$ cat src/rtl/fetch_pc_predict_pkg.sv
// fetch_pc_predict_pkg: shared constants and pipeline-entry record for the fetch predictor
package fetch_pc_predict_pkg;
  localparam logic [31:0] RESET_PC_DEF = 32'h0000_0000;
  localparam logic [31:0] PC_INC = 32'd4;
  typedef struct packed {
    logic        valid;
    logic [31:0] pc;
    logic        pred;
    logic [31:0] pred_tgt;
  } pipe_entry_t;
endpackage

$ cat src/rtl/fetch_pc_predict_if.sv
// fetch_pc_predict_if: branch-table lookup, s4 resolution and statistics signals
interface fetch_pc_predict_if #(parameter int CNT_W = 16);
  logic             stall;
  logic [31:0]      inst_adress_s1;
  logic [31:0]      b_dest_out;
  logic             p_s1;
  logic             hit_s1;
  logic             is_branch_s4;
  logic             taken_s4;
  logic [31:0]      target_s4;
  logic             write_rp;
  logic             write_rt;
  logic             deviated_s4;
  logic [31:0]      b_dest_in;
  logic [31:0]      inst_adress_s4;
  logic             flush;
  logic [CNT_W-1:0] branch_cnt;
  logic [CNT_W-1:0] mispred_cnt;
  modport master (
    output stall, b_dest_out, p_s1, hit_s1, is_branch_s4, taken_s4, target_s4,
    input  inst_adress_s1, write_rp, write_rt, deviated_s4, b_dest_in, inst_adress_s4, flush,
           branch_cnt, mispred_cnt
  );
  modport slave (
    input  stall, b_dest_out, p_s1, hit_s1, is_branch_s4, taken_s4, target_s4,
    output inst_adress_s1, write_rp, write_rt, deviated_s4, b_dest_in, inst_adress_s4, flush,
           branch_cnt, mispred_cnt
  );
endinterface

$ cat src/rtl/fetch_pc_predict_sat_counter.sv
// sat_counter: up-counter that sticks at all-ones
module sat_counter #(
  parameter int CNT_W = 16
) (
  input  logic             clk,
  input  logic             rst,
  input  logic             inc,
  output logic [CNT_W-1:0] cnt
);
  logic [CNT_W-1:0] cnt_q, cnt_d;
  always_comb cnt_d = (inc && !(&cnt_q)) ? cnt_q + CNT_W'(1) : cnt_q;
  always_ff @(posedge clk) begin
    if (rst) cnt_q <= '0;
    else cnt_q <= cnt_d;
  end
  assign cnt = cnt_q;
endmodule

$ cat src/rtl/fetch_pc_predict.sv
// fetch_pc_predict: next-PC selection with branch-table prediction and s4 mispredict recovery
module fetch_pc_predict
  import fetch_pc_predict_pkg::*;
#(
  parameter logic [31:0] RESET_PC = RESET_PC_DEF,
  parameter int          CNT_W    = 16
) (
  input logic clk,
  input logic rst,
  fetch_pc_predict_if.slave bus
);
  logic [31:0]      pc_q, pc_d;
  pipe_entry_t      s2_q, s3_q, s4_q, s2_d, s3_d, s4_d;
  logic             pred_s1, resolve, mispredict;
  logic [CNT_W-1:0] branch_cnt, mispred_cnt;
  always_comb begin
    pred_s1    = bus.hit_s1 & bus.p_s1;
    resolve    = s4_q.valid & bus.is_branch_s4 & ~bus.stall;
    mispredict = resolve & ((bus.taken_s4 != s4_q.pred) |
                 (bus.taken_s4 & s4_q.pred & (bus.target_s4 != s4_q.pred_tgt)));
    pc_d = mispredict ? (bus.taken_s4 ? bus.target_s4 : s4_q.pc + PC_INC) :
           bus.stall  ? pc_q :
           pred_s1    ? bus.b_dest_out : pc_q + PC_INC;
    s2_d = bus.stall ? s2_q : '{valid: 1'b1, pc: pc_q, pred: pred_s1, pred_tgt: bus.b_dest_out};
    s3_d = bus.stall ? s3_q : s2_q;
    s4_d = bus.stall ? s4_q : s3_q;
    // a flush only squashes: entries keep their fields, nothing shifts in
    if (mispredict) begin
      s2_d       = s2_q;
      s3_d       = s3_q;
      s4_d       = s4_q;
      s2_d.valid = 1'b0;
      s3_d.valid = 1'b0;
      s4_d.valid = 1'b0;
    end
  end
  always_ff @(posedge clk) begin
    if (rst) begin
      pc_q <= RESET_PC;
      s2_q <= '0;
      s3_q <= '0;
      s4_q <= '0;
    end else begin
      pc_q <= pc_d;
      s2_q <= s2_d;
      s3_q <= s3_d;
      s4_q <= s4_d;
    end
  end
  sat_counter #(.CNT_W(CNT_W)) u_branch_cnt (.clk(clk), .rst(rst), .inc(resolve), .cnt(branch_cnt));
  sat_counter #(.CNT_W(CNT_W)) u_mispred_cnt (.clk(clk), .rst(rst), .inc(mispredict), .cnt(mispred_cnt));
  assign bus.inst_adress_s1 = pc_q;
  assign bus.inst_adress_s4 = s4_q.pc;
  assign bus.write_rp       = resolve;
  assign bus.write_rt       = resolve & bus.taken_s4;
  assign bus.deviated_s4    = bus.taken_s4;
  assign bus.b_dest_in      = bus.target_s4;
  assign bus.flush          = mispredict;
  assign bus.branch_cnt     = branch_cnt;
  assign bus.mispred_cnt    = mispred_cnt;
endmodule

$ cat src/flat_wrapper.sv
// flat-port wrapper written by rule: the top's interface ports become plain ports
module fetch_pc_predict_flat import fetch_pc_predict_pkg::*;
#(
  parameter logic [31:0] RESET_PC = RESET_PC_DEF,
  parameter int          CNT_W    = 16
)
  (clk, rst, bus_stall, bus_b_dest_out, bus_p_s1, bus_hit_s1, bus_is_branch_s4, bus_taken_s4, bus_target_s4, bus_inst_adress_s1, bus_write_rp, bus_write_rt, bus_deviated_s4, bus_b_dest_in, bus_inst_adress_s4, bus_flush, bus_branch_cnt, bus_mispred_cnt);
  fetch_pc_predict_if #(.CNT_W(CNT_W)) bus_i ();
  input logic clk;
  input logic rst;
  input wire logic [$bits(bus_i.stall)-1:0] bus_stall;
  input wire logic [$bits(bus_i.b_dest_out)-1:0] bus_b_dest_out;
  input wire logic [$bits(bus_i.p_s1)-1:0] bus_p_s1;
  input wire logic [$bits(bus_i.hit_s1)-1:0] bus_hit_s1;
  input wire logic [$bits(bus_i.is_branch_s4)-1:0] bus_is_branch_s4;
  input wire logic [$bits(bus_i.taken_s4)-1:0] bus_taken_s4;
  input wire logic [$bits(bus_i.target_s4)-1:0] bus_target_s4;
  output wire logic [$bits(bus_i.inst_adress_s1)-1:0] bus_inst_adress_s1;
  output wire logic [$bits(bus_i.write_rp)-1:0] bus_write_rp;
  output wire logic [$bits(bus_i.write_rt)-1:0] bus_write_rt;
  output wire logic [$bits(bus_i.deviated_s4)-1:0] bus_deviated_s4;
  output wire logic [$bits(bus_i.b_dest_in)-1:0] bus_b_dest_in;
  output wire logic [$bits(bus_i.inst_adress_s4)-1:0] bus_inst_adress_s4;
  output wire logic [$bits(bus_i.flush)-1:0] bus_flush;
  output wire logic [$bits(bus_i.branch_cnt)-1:0] bus_branch_cnt;
  output wire logic [$bits(bus_i.mispred_cnt)-1:0] bus_mispred_cnt;
  assign bus_i.stall = bus_stall;
  assign bus_i.b_dest_out = bus_b_dest_out;
  assign bus_i.p_s1 = bus_p_s1;
  assign bus_i.hit_s1 = bus_hit_s1;
  assign bus_i.is_branch_s4 = bus_is_branch_s4;
  assign bus_i.taken_s4 = bus_taken_s4;
  assign bus_i.target_s4 = bus_target_s4;
  assign bus_inst_adress_s1 = bus_i.inst_adress_s1;
  assign bus_write_rp = bus_i.write_rp;
  assign bus_write_rt = bus_i.write_rt;
  assign bus_deviated_s4 = bus_i.deviated_s4;
  assign bus_b_dest_in = bus_i.b_dest_in;
  assign bus_inst_adress_s4 = bus_i.inst_adress_s4;
  assign bus_flush = bus_i.flush;
  assign bus_branch_cnt = bus_i.branch_cnt;
  assign bus_mispred_cnt = bus_i.mispred_cnt;
  fetch_pc_predict #(.RESET_PC(RESET_PC), .CNT_W(CNT_W)) u_core (.clk(clk), .rst(rst), .bus(bus_i));
endmodule
$ cat config.mk
export PLATFORM = sky130hd
export DESIGN_NAME = fetch_pc_predict_flat
export DESIGN_NICKNAME = d
export VERILOG_FILES = /design/src/rtl/fetch_pc_predict_pkg.sv /design/src/rtl/fetch_pc_predict_if.sv /design/src/rtl/fetch_pc_predict_sat_counter.sv /design/src/rtl/fetch_pc_predict.sv /design/src/flat_wrapper.sv
export SDC_FILE = /design/constraint.sdc
export NUM_CORES = 1
export LEC_CHECK = 0
export ABC_CLOCK_PERIOD_IN_PS = 2350
export CAP_MARGIN = 10
export CORE_ASPECT_RATIO = 0.5
export CORE_MARGIN = 8
export CORE_UTILIZATION = 55
export DETAILED_ROUTE_END_ITERATION = 10
export GPL_TIMING_DRIVEN = 1
export PLACE_DENSITY = 0.87
export SYNTH_ARGS = -nofsm -noshare
export SYNTH_HDL_FRONTEND = slang
export SYNTH_SLANG_ARGS = --single-unit
$ cat constraint.sdc
create_clock -name clk -period 2.35 [get_ports clk]
set_input_delay 0.235 -clock clk [delete_from_list [all_inputs] [get_ports clk]]
set_output_delay 0.235 -clock clk [all_outputs]
set_load 0.1 [all_outputs]
==> reports/results.tsv, run 1 <==
metric	value	unit
Tot GR Track Use	32.8	%
final estimated routing congestion in global placement	1.03	
area taken by flip-flops and latches	5310	um^2
met2 track demand over resource	49.3	%
mean routed wirelength per cell	30.6	um
hold_sp	rst	
Antenna diodes	0	
grt total ovfl	0	
number of violations reported at the end of detailed-routing iteration 0	2465	
clock-pin slew reported for the worst setup and hold paths after clock tree synthesis	80	ps
Unique masters post-synth	71	
net count of the finished layout	1833	
path type of the worst setup path	flip-flop to flip-flop	
first-pass GRT wire length	77.9	mm
core outline area	23900	um^2
layer with the highest usage after global routing	met2	
power per cell area	564	nW/um^2
full die area	29800	um^2
I/O pin count	203	
Bufs and invs on worst path	3	
Critical Path Source	u_core.s4_q[5]	
fraction of final layout cells sized beyond drive strength 1	38.8	%
global routing usage on met3	11.6	%
Setup WS pre-CTS	-607	ps
Post-Synthesis Net Count	1600	
number of slew-limit violations in the final report	0	
arrival time at the worst endpoint	3570	ps
maximum level of the CTS H-tree	1	
fraction of synthesized cell area taken by the top area cell type	39.3	%
TritonCTS clock tree	built	
outcome	complete, but fails checks	
Static Leak	0.00772	uW
Final period util	131	%
Netlist Area Pre-Place	13300	um^2
sequential area share after synthesis	39.3	%
register-to-register path setup slack	-720	ps
number of sinks on the clock net	262	
start of the worst register-to-register path	u_core.s4_q[5]	
Slowest cell on crit path	nor4_1	
cell taking the most area after synthesis	dfxtp_1	
DRC Markers	0	
fraction of registers with async set or reset after synthesis	0	%
# rows	40	
most used cell along the critical path	nor4_1	
top flip-flop cell by instance count after synthesis	dfxtp_1	
cells taking the most area after synthesis	dfxtp_1 (39%), a31o_2 (8.5%), mux2i_1 (6.0%), nand2_1 (5.5%), nor4_1 (3.8%)	
crit path capture type	flip-flop	
syn avg cell area	8.75	um^2
detailed-route vias per instance	7.23	
Yosys Warn Count	0	
register bit total from synthesis	262	
combined area of the multi-input logic cells	8240	um^2
Max clock buf depth	3	
Clk Tree Root Cell	clkbuf_16	
endpoints failing setup	247	
number of enable flip-flop cells after synthesis	0	
largest stage delay on the critical path	580	ps
Max-slew headroom	28.7	%
maximum operating frequency	0.326	GHz
peak ir drop on the vdd network	640	uV
fraction of met1 tracks used by global routing	43.3	%
clock period minus final worst setup slack	3070	ps
Filler Cell Count	1245	
number of maximum-capacitance violations	0	
setup slack after layout	-722	ps
cells along the critical path	xor2_1 -> nor4_1 -> nand4_1 -> o211a_4 -> buf_6 -> buf_4 -> buf_12 -> nor4_1 -> a31o_2	
transition time at the pin with the least slew margin	1070	ps
Setup Total Neg Slack	-118030	ps
number of instances in the synthesized netlist	1524	
maximum number of pins on one net before global-route repair	95	
Num CTS Buffers	24	
wirelength, routed	63.9	mm
Fin. Hold Viols	0	
layout overhead on the synthesized area	45.3	%
cell family with most CP delay	simple AND/OR/NAND/NOR gates	
via count of the first global-routing pass	13000	
antenna violations before repair	4	
area after detailed placement	15900	um^2
starting density of the core	55.8	%
half-perimeter wire length of the detailed placement result	35.6	mm
Post-Route Skew	20.2	ps
total number of vias	15100	
die boundary width	236	um
Hold WC Path Type	input port to flip-flop	
DRT antenna net count	0	
total non-filler cell area in the finished layout	19400	um^2
Die Ht	126	um
required time at the endpoint of the critical path	2840	ps
type of element launching the critical path	flip-flop	
unrepaired setup endpoints after global routing	yes	
violated checks	negative setup slack	
count of TritonRoute iterations in the first routing pass	10	
largest fanout on the critical path	19	
latest clock arrival within the worst-skew pair	550	ps
IO buf count	202	
-- worst min-delay path, stage by stage --
cell      delay [ps]
buf_2            150
inv_8            160
o21ai_0          150
a211oi_1          50
-- layout make-up --
type | count | area share, %
clock buffers | 33 | 3.59
clock inverters | 11 | 0.504
inverters | 15 | 0.349
multi-input cells | 1040 | 42.5
flip-flops and latches | 262 | 27.4
well taps | 315 | 2.03
repair buffers | 414 | 23.6
-- routing by layer --
metal,vias up,part of all wire [%]
li1,6028,-
met5,-,0.045
met2,1502,42
met3,441,16
met4,4,6.5
met1,7142,36
-- where the power goes --
group | total, uW | switching [uW] | leakage (uW) | internal (uW)
combinational | 2090 | 1370 | 0.00519 | 725
clock | 4160 | 1950 | 0.000389 | 2210
sequential | 4690 | 122 | 0.00215 | 4570
-- placed cells by master (no fill, tap or decap), types with 23 or more instances in the layout --
cell and n:
mux2i_1 78, xor2_1 47, dfxtp_1 219, a21oi_1 23, nor4_1 56, nand3_1 38
a31oi_4 23, dfxtp_2 37, a31o_2 76, buf_4 246, nor2_1 69, clkdlybuf4s50_1 68
xnor2_1 33, buf_12 49, nand2_1 195, clkbuf_16 49, a31oi_1 48, nand4_1 34
a31o_4 54
-- state kept, by name, summed over array words and instances, names as in the netlist --
register	flops
u_core.u_branch_cnt.cnt	16
u_core.bus.inst_adress_s1	32
u_core.s2_q	66
u_core.u_mispred_cnt.cnt	16
u_core.bus.inst_adress_s4	32
u_core.s4_q	34
u_core.s3_q	66
-- cell families (layout without fill, tap and decap cells) --
kind of cell,count (synthesis),in the layout,share of synthesized area (%)
buffers and inverters,222,473,8.86
adders and majority gates,5,5,0.469
xor gates and xnor gates,82,82,5.38
AOI/OAI and AO/OA,347,347,19.6
muxes,98,98,7.52
DFF,262,262,39.3
and+or+nand+nor,508,508,18.8
-- synth_stat cells, types with 4 or more instances --
| cell type | instances |
|---|---|
| o2bb2ai_1 | 4 |
| o221ai_1 | 4 |
| and3_1 | 12 |
| clkbuf_1 | 100 |
| inv_1 | 13 |
| nor2_1 | 70 |
| a311oi_1 | 4 |
| xor2_1 | 49 |
| mux2i_1 | 80 |
| and2_1 | 6 |
| or3_1 | 7 |
| nand4_1 | 34 |
| o211ai_1 | 8 |
| nor2b_1 | 16 |
| a31oi_1 | 74 |
| nand2_1 | 196 |
| a31o_2 | 130 |
| a2111oi_0 | 4 |
| nor4_1 | 82 |
| buf_4 | 66 |
| xnor2_1 | 33 |
| buf_1 | 8 |
| nand3_1 | 39 |
| ha_1 | 5 |
| buf_2 | 24 |
| mux2_2 | 18 |
| o31ai_1 | 4 |
| dfxtp_1 | 262 |
| a221oi_1 | 5 |
| nand2b_1 | 5 |
| o2111ai_1 | 5 |
| a211oi_1 | 6 |
| buf_6 | 8 |
| nor3_1 | 22 |
| a21oi_1 | 40 |
| and4_1 | 7 |
| o21ai_0 | 24 |
-- what timing repair did --
action	4_1_cts	5_1_grt
cloned	8	27
resized for setup	35	208
setup buffers	7	20
hold buffers	0	0
endpoints found under the setup margin	237	247
pin swaps	5	72
-- stage by stage --
stage | power, uW | hold slack, ps | util [%] | std cells
floorplan | 5820 | 380 | - | 1524
global placement | 6410 | 428 | 66.6 | 1988
detailed placement | 6430 | 459 | 66.6 | 1988
CTS | 10400 | 204 | 71.9 | 2047
global route | 11100 | 292 | 81.0 | 2090
finish | 10900 | 262 | 81.0 | 2090
-- path summary, 6_finish.rpt --
path	depth (start not counted)	end
worst max-delay path	9	u_core.s4_q[31]
worst min-delay path	4	u_core.bus.inst_adress_s1[15]
worst max register to register	9	u_core.s4_q[31]
worst min register to register	2	u_core.s3_q[4]
Note: power is estimated with default switching activity, not from simulation.
==> run 2, diff against run 1 <==
--- a/config.mk
+++ b/config.mk
@@ -5,6 +5,7 @@
 export SDC_FILE = /design/constraint.sdc
 export NUM_CORES = 1
 export LEC_CHECK = 0
+export ABC_AREA = 1
 export ABC_CLOCK_PERIOD_IN_PS = 2350
 export CAP_MARGIN = 10
 export CORE_ASPECT_RATIO = 0.5
==> reports/results.tsv, run 2 <==
metric	value	unit	change
required time at the endpoint of the critical path	2120	ps	-720 ps
transition time at the pin with the least slew margin	729	ps	-341 ps
I/O pin count	203		unchanged
Yosys Warn Count	0		unchanged
full die area	29500	um^2	-1.1%
net count of the finished layout	2229		+22%
Static Leak	0.00714	uW	-7.6%
number of enable flip-flop cells after synthesis	0		unchanged
mean routed wirelength per cell	18.0	um	-41%
first-pass GRT wire length	67.0	mm	-14%
number of maximum-capacitance violations	0		unchanged
Post-Route Skew	26.3	ps	+6.06 ps
Hold WC Path Type	input port to flip-flop		
end point of the worst hold path	u_core.s3_q[11]		
fraction of registers with async set or reset after synthesis	0	%	unchanged
Post-Synthesis Net Count	2048		+28%
clock period minus final worst setup slack	2340	ps	-735 ps
final estimated routing congestion in global placement	0.979		-5.1%
maximum number of pins on one net before global-route repair	67		-29%
number of cells on the worst hold path	4		unchanged
Setup Total Neg Slack	0	ps	+118030 ps
outcome	finished, final reports clean		
number of slew-limit violations in the final report	0		unchanged
latest clock arrival within the worst-skew pair	550	ps	about the same
cell taking the most area after synthesis	dfxtp_1		
sequential area share after synthesis	39.8	%	+0.50 points
grt total ovfl	0		unchanged
endpoints failing setup	0		-100%
leading cell types in the layout, fill and taps excluded	nor2_1 (505), nand2_1 (353), dfxtp_1 (230)		
via count of the first global-routing pass	12200		-5.9%
cell total after placement	2434		+22%
count of TritonRoute iterations in the first routing pass	6		-4
cells taking the most area after synthesis	dfxtp_1 (40%), nor2_1 (14%), nand2_1 (10%), o21ai_0 (8.2%), buf_4 (3.8%)		
portion of total power attributed to sequential cells	43.4	%	+0.5 points
# rows	40		unchanged
detailed-route vias per instance	5.49		-24%
Netlist Area Pre-Place	13200	um^2	-1.2%
Max clock buf depth	3		unchanged
Critical R2R Capture	u_core.s3_q[7]		
Die Ht	125	um	-0.55%
Power Internal	7720	uW	+3.0%
final cell count without fillers	2486		+19%
DRT antenna net count	0		unchanged
layout overhead on the synthesized area	24.0	%	
power per cell area	702	nW/um^2	+24%
IO buf count	202		unchanged
syn avg cell area	6.68	um^2	-24%
peak ir drop on the vdd network	438	uV	-32%
wirelength, routed	44.8	mm	-30%
path depth of the worst reg2reg path	15		+6
total number of vias	13600		-9.8%
top flip-flop cell by instance count after synthesis	dfxtp_1		
number of sinks on the clock net	262		unchanged
area after detailed placement	15300	um^2	-3.8%
clock network power share	35.7	%	-2.3 points
unrepaired setup endpoints after global routing	yes		
most frequently used cell type in the post-synthesis netlist	nor2_1		
antenna violations before repair	1		-3
fraction of power spent switching nets	32.7	%	+1.2 points
arrival time at the worst endpoint	2100	ps	-1470 ps
total non-filler cell area in the finished layout	16300	um^2	-16%
share of total power in combinational logic	20.9	%	+1.8 points
core outline area	23800	um^2	-0.63%
Clk Tree Root Cell	clkbuf_16		
number of violations reported at the end of detailed-routing iteration 0	1669		-32%
Num CTS Buffers	24		unchanged
Unique masters post-synth	45		-37%
number of instances in the synthesized netlist	1972		+29%
setup slack after layout	13.0	ps	+735 ps
hold slack final	155	ps	-107 ps
DRC Markers	0		unchanged
most common library cells after synthesis	nor2_1 (508), nand2_1 (355), dfxtp_1 (262), o21ai_0 (217), inv_1 (117)		
register bit total from synthesis	262		unchanged
half-perimeter wire length of the detailed placement result	32.5	mm	-8.8%
Fin. Hold Viols	0		unchanged
Net Sw Power	3740	uW	+8.9%
Tot GR Track Use	28.2	%	-4.6 points
clock-pin slew reported for the worst setup and hold paths after clock tree synthesis	70	ps	about the same
largest fanout on the critical path	5		-14
fraction of synthesized cell area taken by the top area cell type	39.8	%	+0.50 points
Antenna diodes	0		unchanged
starting density of the core	55.4	%	-0.35 points
hold_sp	rst		
start of the worst register-to-register path	u_core.s4_q[30]		
type of element launching the critical path	flip-flop		
die boundary width	235	um	-0.58%
path type of the worst setup path	flip-flop to output port		
crit path capture type	output port		
maximum operating frequency	0.428	GHz	+31%
Final period util	99.4	%	-31 points
most common cell after layout, fill and taps aside	nor2_1		
register-to-register path setup slack	70	ps	+790 ps
TritonCTS clock tree	built		
maximum level of the CTS H-tree	1		unchanged
# hold bufs at CTS	0		unchanged
largest registers in the final layout	u_core.s2_q (66), u_core.s3_q (66), u_core.s4_q (34)		
Setup WS pre-CTS	-207	ps	+400 ps
fraction of final layout cells sized beyond drive strength 1	16.6	%	-22 points
Max-slew headroom	51.1	%	+22 points
[run 2: per-layer routing]
| metal | global-route usage, % | share of wire [%] | wire [um] |
|---|---|---|---|
| met5 | 0 | 0.025 | 11 |
| met4 | 8.90 | 3.3 | 1460 |
| met3 | 10.7 | 13 | 5940 |
| met2 | 43.7 | 43 | 19300 |
| met1 | 35.9 | 40 | 18000 |
[run 2: worst max-delay path by stage]
stage | start | end | cells after the start
2_1_floorplan | u_core.bus.inst_adress_s1[8] | u_core.bus.inst_adress_s1[29] | 13
3_3_place_gp | bus_target_s4[29] | u_core.s3_q[20] | 15
3_5_place_dp | bus_target_s4[29] | u_core.bus.inst_adress_s4[27] | 15
4_1_cts | u_core.s4_q[31] | bus_flush | 10
5_1_grt | u_core.s4_q[24] | bus_flush | 10
6_report | u_core.s4_q[30] | bus_flush | 10
[run 2: worst max-delay path: stages, from the launching register on]
cell and delay (ps):
dfxtp_2 350, xnor2_2 100, nand2_1 80, nor2_2 120, nand2_1 90, nor2_2 200, nand2_1 90, nand2_2 120
a21oi_4 90, buf_12 150, buf_12 160
[run 2: through the flow]
stage,utilization [%],power [uW]
after floorplan,-,6660
after global placement,64.5,7330
after detailed placement,64.5,7370
after CTS,67.9,11400
after global routing,68.7,11800
final,68.7,11500
[run 2: cell families after synthesis]
logic type	synth area share, %
AO/OA/AOI/OAI	12.9
buffers and inverters	11.3
adder cells (fa/ha/maj)	0.475
AND/OR/NAND/NOR	31.4
flip-flops	39.8
XOR/XNOR	3.92
multiplexers	0.228
[run 2: layout make-up]
type,count,area (um^2)
clock buffers,30,674
clock inverters,14,135
fillers,1909,7440
inverters,124,473
multi-input cells,1421,6520
flip-flops and latches,262,5290
well taps,315,394
repair buffers,320,2850
[run 2: timing repair]
action / 4_1_cts / 5_1_grt
setup buffers: 0 / 6
pin swaps: 0 / 16
hold endpoints to repair: 0 / 0
gates resized for setup: 1 / 25
gates cloned: 0 / 2
setup endpoints to repair: 1 / 4
[run 2: power groups by stage]
| stage | clock network [uW] | logic, uW | registers, uW |
|---|---|---|---|
| floorplan | 0 | 1420 | 5240 |
| global placement | 0 | 2290 | 5040 |
| detailed placement | 0 | 2320 | 5050 |
| CTS | 4110 | 2340 | 4950 |
| global route | 4300 | 2540 | 5000 |
| finish | 4100 | 2400 | 4970 |
